<file path="src/rtl/data_mem_arbiter_pkg.sv">
// Shared types for the data memory arbiter: FSM states and requester ids.
package data_mem_arbiter_pkg;

  typedef enum logic {
    StIdle   = 1'b0,
    StAccess = 1'b1
  } state_e;

  typedef enum logic {
    PortA = 1'b0,
    PortB = 1'b1
  } port_e;

  function automatic port_e other_port(input port_e p);
    return (p == PortA) ? PortB : PortA;
  endfunction

endpackage

</file>
<file path="src/rtl/data_mem_arbiter_rr_arb2.sv">
// Combinational two-way grant: round-robin on last winner, or fixed priority to port A.
module data_mem_arbiter_rr_arb2
  import data_mem_arbiter_pkg::*;
#(
  parameter bit PRIO_FIXED = 1'b0
) (
  input  logic  i_elig_a,
  input  logic  i_elig_b,
  input  port_e i_last_winner,
  output logic  o_valid,
  output port_e o_winner
);

  always_comb begin
    o_valid  = i_elig_a | i_elig_b;
    o_winner = PortA;
    if (i_elig_a && i_elig_b) begin
      o_winner = PRIO_FIXED ? PortA : other_port(i_last_winner);
    end else if (i_elig_b) begin
      o_winner = PortB;
    end
  end

endmodule

</file>
<file path="src/rtl/data_mem_arbiter.sv">
// Two-requester arbiter in front of a single-port data memory: one access every two cycles,
// registered per-port read data, and an out-of-range guard on the word address.
module data_mem_arbiter
  import data_mem_arbiter_pkg::*;
#(
  parameter int unsigned N_BIT      = 31,
  parameter int unsigned MEM_SIZE   = 2047,
  parameter bit          PRIO_FIXED = 1'b0
) (
  input  logic             in_clk,
  input  logic             in_rst_n,
  input  logic             in_a_req,
  input  logic             in_a_we,
  input  logic [N_BIT:0]   in_a_addr,
  input  logic [N_BIT:0]   in_a_wdata,
  output logic             out_a_ack,
  output logic [N_BIT:0]   out_a_rdata,
  output logic             out_a_err,
  input  logic             in_b_req,
  input  logic             in_b_we,
  input  logic [N_BIT:0]   in_b_addr,
  input  logic [N_BIT:0]   in_b_wdata,
  output logic             out_b_ack,
  output logic [N_BIT:0]   out_b_rdata,
  output logic             out_b_err,
  output logic             out_mem_we,
  output logic [N_BIT:0]   out_mem_addr,
  output logic [N_BIT:0]   out_mem_wdata,
  input  logic [N_BIT:0]   in_mem_rdata,
  output logic             out_busy
);

  localparam logic [N_BIT:0] MemLast = (N_BIT + 1)'(MEM_SIZE);

  state_e         r_state;
  state_e         w_state_nxt;
  port_e          r_winner;
  port_e          r_last_winner;
  logic           r_we;
  logic [N_BIT:0] r_addr;
  logic [N_BIT:0] r_wdata;

  logic           r_a_ack;
  logic           r_a_err;
  logic [N_BIT:0] r_a_rdata;
  logic           r_b_ack;
  logic           r_b_err;
  logic [N_BIT:0] r_b_rdata;

  logic           w_elig_a;
  logic           w_elig_b;
  logic           w_grant_valid;
  port_e          w_grant;
  logic           w_latch;
  logic           w_complete;
  logic           w_in_range;
  logic [N_BIT:0] w_rd_value;
  logic           w_done_a;
  logic           w_done_b;

  // A port is masked during its own ack cycle so a still-high req is not taken as a new one.
  assign w_elig_a = in_a_req & ~r_a_ack;
  assign w_elig_b = in_b_req & ~r_b_ack;

  data_mem_arbiter_rr_arb2 #(
    .PRIO_FIXED (PRIO_FIXED)
  ) u_arb (
    .i_elig_a      (w_elig_a),
    .i_elig_b      (w_elig_b),
    .i_last_winner (r_last_winner),
    .o_valid       (w_grant_valid),
    .o_winner      (w_grant)
  );

  always_comb begin
    w_state_nxt = r_state;
    w_latch     = 1'b0;
    w_complete  = 1'b0;
    unique case (r_state)
      StIdle: begin
        if (w_grant_valid) begin
          w_latch     = 1'b1;
          w_state_nxt = StAccess;
        end
      end
      StAccess: begin
        w_complete  = 1'b1;
        w_state_nxt = StIdle;
      end
      default: w_state_nxt = StIdle;
    endcase
  end

  always_ff @(posedge in_clk or negedge in_rst_n) begin
    if (!in_rst_n) begin
      r_state <= StIdle;
    end else begin
      r_state <= w_state_nxt;
    end
  end

  always_ff @(posedge in_clk or negedge in_rst_n) begin
    if (!in_rst_n) begin
      r_winner      <= PortA;
      r_last_winner <= PortB;
      r_we          <= 1'b0;
      r_addr        <= '0;
      r_wdata       <= '0;
    end else if (w_latch) begin
      r_winner <= w_grant;
      if (w_grant == PortA) begin
        r_we    <= in_a_we;
        r_addr  <= in_a_addr;
        r_wdata <= in_a_wdata;
      end else begin
        r_we    <= in_b_we;
        r_addr  <= in_b_addr;
        r_wdata <= in_b_wdata;
      end
    end else if (w_complete) begin
      r_last_winner <= r_winner;
    end
  end

  assign w_in_range = (r_addr <= MemLast);
  // Writes and rejected reads both return zero so stale memory data never leaks out.
  assign w_rd_value = (r_we | ~w_in_range) ? '0 : in_mem_rdata;
  assign w_done_a   = w_complete & (r_winner == PortA);
  assign w_done_b   = w_complete & (r_winner == PortB);

  always_ff @(posedge in_clk or negedge in_rst_n) begin
    if (!in_rst_n) begin
      r_a_ack   <= 1'b0;
      r_a_err   <= 1'b0;
      r_a_rdata <= '0;
    end else begin
      r_a_ack <= w_done_a;
      r_a_err <= w_done_a & ~w_in_range;
      if (w_done_a) begin
        r_a_rdata <= w_rd_value;
      end
    end
  end

  always_ff @(posedge in_clk or negedge in_rst_n) begin
    if (!in_rst_n) begin
      r_b_ack   <= 1'b0;
      r_b_err   <= 1'b0;
      r_b_rdata <= '0;
    end else begin
      r_b_ack <= w_done_b;
      r_b_err <= w_done_b & ~w_in_range;
      if (w_done_b) begin
        r_b_rdata <= w_rd_value;
      end
    end
  end

  assign out_busy      = (r_state == StAccess);
  assign out_mem_we    = out_busy & r_we & w_in_range;
  assign out_mem_addr  = r_addr;
  assign out_mem_wdata = r_wdata;

  assign out_a_ack   = r_a_ack;
  assign out_a_err   = r_a_err;
  assign out_a_rdata = r_a_rdata;
  assign out_b_ack   = r_b_ack;
  assign out_b_err   = r_b_err;
  assign out_b_rdata = r_b_rdata;

endmodule

</file>
<file path="config.mk">
export PLATFORM = sky130hd
export DESIGN_NAME = data_mem_arbiter
export DESIGN_NICKNAME = d
export VERILOG_FILES = /design/src/rtl/data_mem_arbiter_pkg.sv /design/src/rtl/data_mem_arbiter_rr_arb2.sv /design/src/rtl/data_mem_arbiter.sv
export SDC_FILE = /design/constraint.sdc
export NUM_CORES = 1
export LEC_CHECK = 0
export CORE_MARGIN = 8
export CORE_UTILIZATION = 45
export CTS_CLUSTER_DIAMETER = 40
export DETAILED_ROUTE_END_ITERATION = 6
export GPL_TIMING_DRIVEN = 1
export PLACE_DENSITY = 0.85
export SETUP_SLACK_MARGIN = 0.3
export SLEW_MARGIN = 15
export SYNTH_ARGS = -nofsm -noshare
export SYNTH_HDL_FRONTEND = slang
export SYNTH_SLANG_ARGS = --single-unit
</file>
<file path="constraint.sdc">
create_clock -name in_clk -period 2.97 [get_ports in_clk]
set_clock_uncertainty 0.1 [all_clocks]
set_input_delay 0.594 -clock in_clk [delete_from_list [all_inputs] [get_ports in_clk]]
set_output_delay 0.594 -clock in_clk [all_outputs]
set_load 0.005 [all_outputs]
</file>
==> impl_metrics.tcl, run 1 <==
set metrics [dict create \
    avgRoutedWirePerCell_um 23.20 \
    setup_viol 0 \
    multi_input_area_um2 3686 \
    wl_um 26870 \
    timing.fmax_ghz 0.3871 \
    yosysMostFrequentCell "dfrtp_1" \
    fill_cells 1275 \
    hold_violations 0 \
    path_clk_slew_ns 0.06 \
    reg2reg_depth 4 \
    syn_area_per_cell_um2 11.11 \
    die_w_um 145.4 \
    portBuffers 299 \
    critPathSlowestCell "nor4_2" \
    drc 0 \
    critPathKind "register to primary output" \
    grt_max_degree 87 \
    setup_tns_ns 0 \
    end_kind "primary output" \
    arrival_ns 1.89 \
    vias 6962 \
    clock-sinks 136 \
    insertedDiodeCount 0 \
    irDropWorstVdd_mv 0.5612 \
    grt_pass1_vias 7121 \
    synth_ff_type "dfrtp_1" \
    critPathMaxFanout 3 \
    reg2reg_to "out_a_rdata[16]" \
    hp-class "input port to asynchronous set/reset pin" \
    cts_tree "built" \
    path_delay_family "simple AND/OR/NAND/NOR gates" \
    rrSetupSlack_ns 0.81 \
    cp-start-kind "register" \
    drt_iter0_drc 394 \
    row_count 47 \
    startpoint "out_mem_addr[23]" \
    first_pass_iters 5 \
    powerDensity_nw_per_um2 817.2 \
    grt_util_all_layers 0.2468 \
    grt-ovfl-total 0 \
    crit_required_ns 2.28 \
    core-area_um2 16470 \
    yosysUniqueCellTypes 27 \
    async_flop_share 1.000 \
    gp_congestion 0.8318 \
    path_cells "nor4_2 > nand4_1 > nor3_2 > clkbuf_2" \
    netlist_area_um2 7532 \
    synth.yosys.seq_area_share 0.4520 \
    ios 300 \
    report.final.slew_viol_count 0 \
    power.leakage_nw 4.728 \
    initial_core_util 0.4574 \
    grt_pass1_wl_um 41860 \
    synthCells 678 \
    rsz0062_at_grt "false" \
    worst_pin_slew_ns 1.051 \
    path_buf_inv 1 \
    hold_ws_ns 0.001858 \
    yosysTopAreaCellShare 0.4485 \
    finalCriticalPeriod_ns 2.583 \
    dieArea_um2 21130 \
    status "finished, final reports clean" \
    yosysWarnings 0 \
    final.period_utilization 0.8698 \
    yosys-top-cells-area "dfrtp_1 (45%), o41ai_2 (13%), and3b_1 (7.7%)" \
    synth_seq_cells 136 \
    synth.largest_area_cell "dfrtp_1" \
    synth_nets 844 \
    ant_nets 0 \
    hold_buffers 0 \
    hpwl_um 18210 \
    slowest_delay_ns 0.41 \
    areaGrowthSynthToFinish_pct 48.85 \
    fin_nets 1091 \
    layout.area.seq_um2 3406 \
    vias_per_cell 6.012 \
    rr_startpoint "out_mem_addr[23]" \
    drive_gt1_frac 0.1407 \
    die_y_um 145.4 \
    synth_commonest_cells "dfrtp_1 (135), nand2_1 (67), and3b_1 (66), a221oi_1 (65), a2bb2oi_1 (65)" \
    cts_buffers 17 \
    antenna_found_initial 0 \
    synth_edf_count 0 \
    drv_cap 0 \
    clockRootBuffer "clkbuf_16" \
    h-tree-depth 4 \
    clock_path_buffers 2 \
    slew-limit-headroom 0.2995 \
    worstSkewPairLatency_ns 0.41 \
]
## power by group
part | switching [W] | internal, W | total [W]
combinational | 0.00210 | 0.00218 | 0.00428
clock | 0.000837 | 0.00131 | 0.00215
sequential | 0.000365 | 0.00237 | 0.00273
## cells in the final DEF (no fill, tap or decap), types with 17 or more instances in the layout
cell type / Yosys / routed
clkbuf_16: 0 / 17
and3b_1: 66 / 65
o41ai_2: 59 / 59
dfrtp_1: 135 / 134
buf_4: 6 / 19
clkdlybuf4s50_1: 0 / 296
nand2b_1: 35 / 32
o21ai_0: 54 / 54
a2bb2oi_1: 65 / 65
a221oi_1: 65 / 65
nand2_1: 67 / 65
## cell families after synthesis
logic type / Yosys count / synth area share
buffers and inverters: 99 / 0.06462
AND/OR/NAND/NOR: 179 / 0.1515
AO/OA/AOI/OAI: 264 / 0.3319
flip-flops: 136 / 0.4520
## metal layers
layer	global-route usage	share of wire
met1	0.3116	0.41
met2	0.3988	0.49
met3	0.05721	0.063
met4	0.1062	0.038
met5	0	0
## final cells by class
type,count,area share
Tap cell,220,0.02455
Clock inverter,12,0.01216
Sequential cell,136,0.3038
Timing Repair Buffer,323,0.2878
Inverter,4,0.001339
Clock buffer,20,0.04162
Multi-Input combinational cell,443,0.3288
## timing repair
action	4_1_cts	5_1_grt
buffers inserted	0	0
setup endpoints to repair	1	1
resized for setup	4	1
## how the worst max path moves through the flow
| stage | to | slack [ns] | cells past startpoint |
|---|---|---|---|
| global placement | out_mem_we | 0.28 | 4 |
| floorplan | out_mem_we | 0.94 | 5 |
| CTS | out_mem_we | 0.31 | 4 |
| detailed placement | out_mem_we | 0.31 | 4 |
| global route | out_mem_we | 0.30 | 4 |
| finish | out_mem_we | 0.39 | 4 |
## stage by stage
step           cells  total power [W]    util  area [um2]  setup WS [ns]
3_5_place_dp    1126         0.007003  0.6438       10600         0.3147
2_1_floorplan    678         0.005093       -        7532         0.9397
6_report        1158         0.009162  0.6809       11210         0.3866
4_1_cts         1158         0.009194  0.6812       11220         0.3090
3_3_place_gp    1126         0.006949  0.6438       10600         0.2751
5_1_grt         1158         0.009627  0.6809       11210         0.3033
## registers in the layout (all words and copies together), names as in the netlist
register       flops
out_a_ack          1
out_mem_wdata     32
out_mem_addr      32
out_a_rdata       32
out_b_rdata       32
r_last_winner      1
r_winner           1
out_a_err          1
out_b_ack          1
r_we               1
out_b_err          1
out_busy           1
Note: power is estimated with default switching activity, not from simulation.
==> run 2, diff against run 1 <==
Settings changed: MAX_ROUTING_LAYER set to met4.
==> run 2 against run 1 <==
Compared with the run above: clock power hardly changed; final area stayed put; first-iteration DRC count is 1.5% higher; flip-flop and latch count stayed put; worst hold slack better by 0.00077 ns; sequential share of layout area stayed put; non-clock buffer count stayed put; routed wire length is 0.23% higher.
==> impl_metrics.tcl, run 2 (synthesis results as in run 1) <==
set metrics [dict create \
    die_w_um 145.4 \
    cp-start-kind "register" \
    final_common_cell "clkdlybuf4s50_1" \
    ios 300 \
    grt_pass1_wl_um 41880 \
    critPathMaxFanout 3 \
    setup_viol 0 \
    finalCriticalPeriod_ns 2.569 \
    clock-sinks 136 \
    drc 0 \
    vias_per_cell 6.028 \
    clock_path_buffers 2 \
    portBuffers 299 \
    path_clk_slew_ns 0.06 \
    grt_util_all_layers 0.2544 \
    worst_pin_slew_ns 1.052 \
    routed-wl-met2_um 13150 \
    reg2reg_depth 4 \
    insertedDiodeCount 0 \
    arrival_ns 1.87 \
    die_y_um 145.4 \
    crit_required_ns 2.28 \
    report.final.slew_viol_count 0 \
    wl_met3_um 1583 \
    slowest_delay_ns 0.40 \
    timing.fmax_ghz 0.3893 \
    vias 6980 \
    initial_core_util 0.4574 \
    wl_um 26930 \
    first_pass_iters 5 \
    critPathSlowestCell "dfrtp_1" \
    end_kind "primary output" \
    cts_setup_buffers 0 \
    clockRootBuffer "clkbuf_16" \
    cts_tree "built" \
    row_count 47 \
    grt_max_degree 87 \
    highest-signal-layer "met4" \
    grt-ovfl-total 0 \
    drv_cap 0 \
    powerDensity_nw_per_um2 817.9 \
    hpwl_um 18210 \
    ctsResizeCount 4 \
    rsz0062_at_grt "false" \
    critPathKind "register to primary output" \
    worstSkewPairLatency_ns 0.41 \
    areaGrowthSynthToFinish_pct 48.85 \
    irDropWorstVdd_mv 0.5604 \
    cts_buffers 17 \
    wl_met1_um 11200 \
    path_cells "nor4_2 > nand4_1 > nor3_2 > clkbuf_2" \
    hold_violations 0 \
    status "finished, final reports clean" \
    final.period_utilization 0.8649 \
    ant_nets 0 \
    gp_congestion 0.8445 \
    mostFrequentLayoutCells "clkdlybuf4s50_1 (296), dfrtp_1 (134)" \
    hold_ws_ns 0.002627 \
    post-place-ws_ns 0.3147 \
    power.leakage_nw 4.728 \
    drive_gt1_frac 0.1407 \
    fin_ws_ns 0.4011 \
    hold_buffers 0 \
    h-tree-depth 4 \
    antenna_found_initial 0 \
    core-area_um2 16470 \
    fill_cells 1275 \
    dieArea_um2 21130 \
    slew-limit-headroom 0.2987 \
    grt_pass1_vias 7115 \
    setup_tns_ns 0 \
    fin_nets 1091 \
    avgRoutedWirePerCell_um 23.25 \
    drt_iter0_drc 400 \
    hp-class "input port to asynchronous set/reset pin" \
]
run 2: cell counts in the layout (fill, tap and decap cells not counted):
Identical to the previous run, type by type.
run 2: cell type report:
type	instances	area, um2	area share
clock inverter	12	136.4	0.01216
inverter	4	15.01	0.001339
sequential	136	3406	0.3038
clock buffer	20	466.7	0.04162
multi-input combinational	443	3686	0.3288
tap	220	275.3	0.02455
timing repair buffer	323	3227	0.2878
run 2: final timing paths:
check,from,endpoint,slack (ns)
worst max-delay path,out_mem_addr[23],out_mem_we,0.40
worst min-delay path,in_rst_n,out_mem_addr[10],0.003
max in group asynchronous,in_rst_n,out_b_rdata[5],2.05
worst max register to register,out_mem_addr[23],out_a_rdata[16],0.82
min in group in_clk,out_b_rdata[10],out_b_rdata[10],0.38
worst min register to register,out_b_rdata[10],out_b_rdata[10],0.38
run 2: power by group:
part | switching (W) | internal [W]
sequential | 0.000367 | 0.00237
clock | 0.000840 | 0.00131
combinational | 0.00210 | 0.00218
run 2: metal layers:
metal,vias up,GRT usage
met5,-,-
met4,0,0.1031
met3,56,0.05659
met2,292,0.3988
met1,3495,0.3143
li1,3137,-
run 2: worst max-delay path: cells and delay by family, from the launching register on:
family,cells,cell delay (ns)
buf+inv,1,0.20
flops,1,0.40
simple gates,3,0.86
run 2: stage by stage:
stage | cell area (um2) | util | total power (W) | instances
finish | 11210 | 0.6809 | 0.009171 | 1158
global route | 11210 | 0.6809 | 0.009627 | 1158
CTS | 11220 | 0.6812 | 0.009194 | 1158
detailed placement | 10600 | 0.6438 | 0.007003 | 1126
global placement | 10600 | 0.6438 | 0.006949 | 1126
floorplan | 7532 | - | 0.005093 | 678
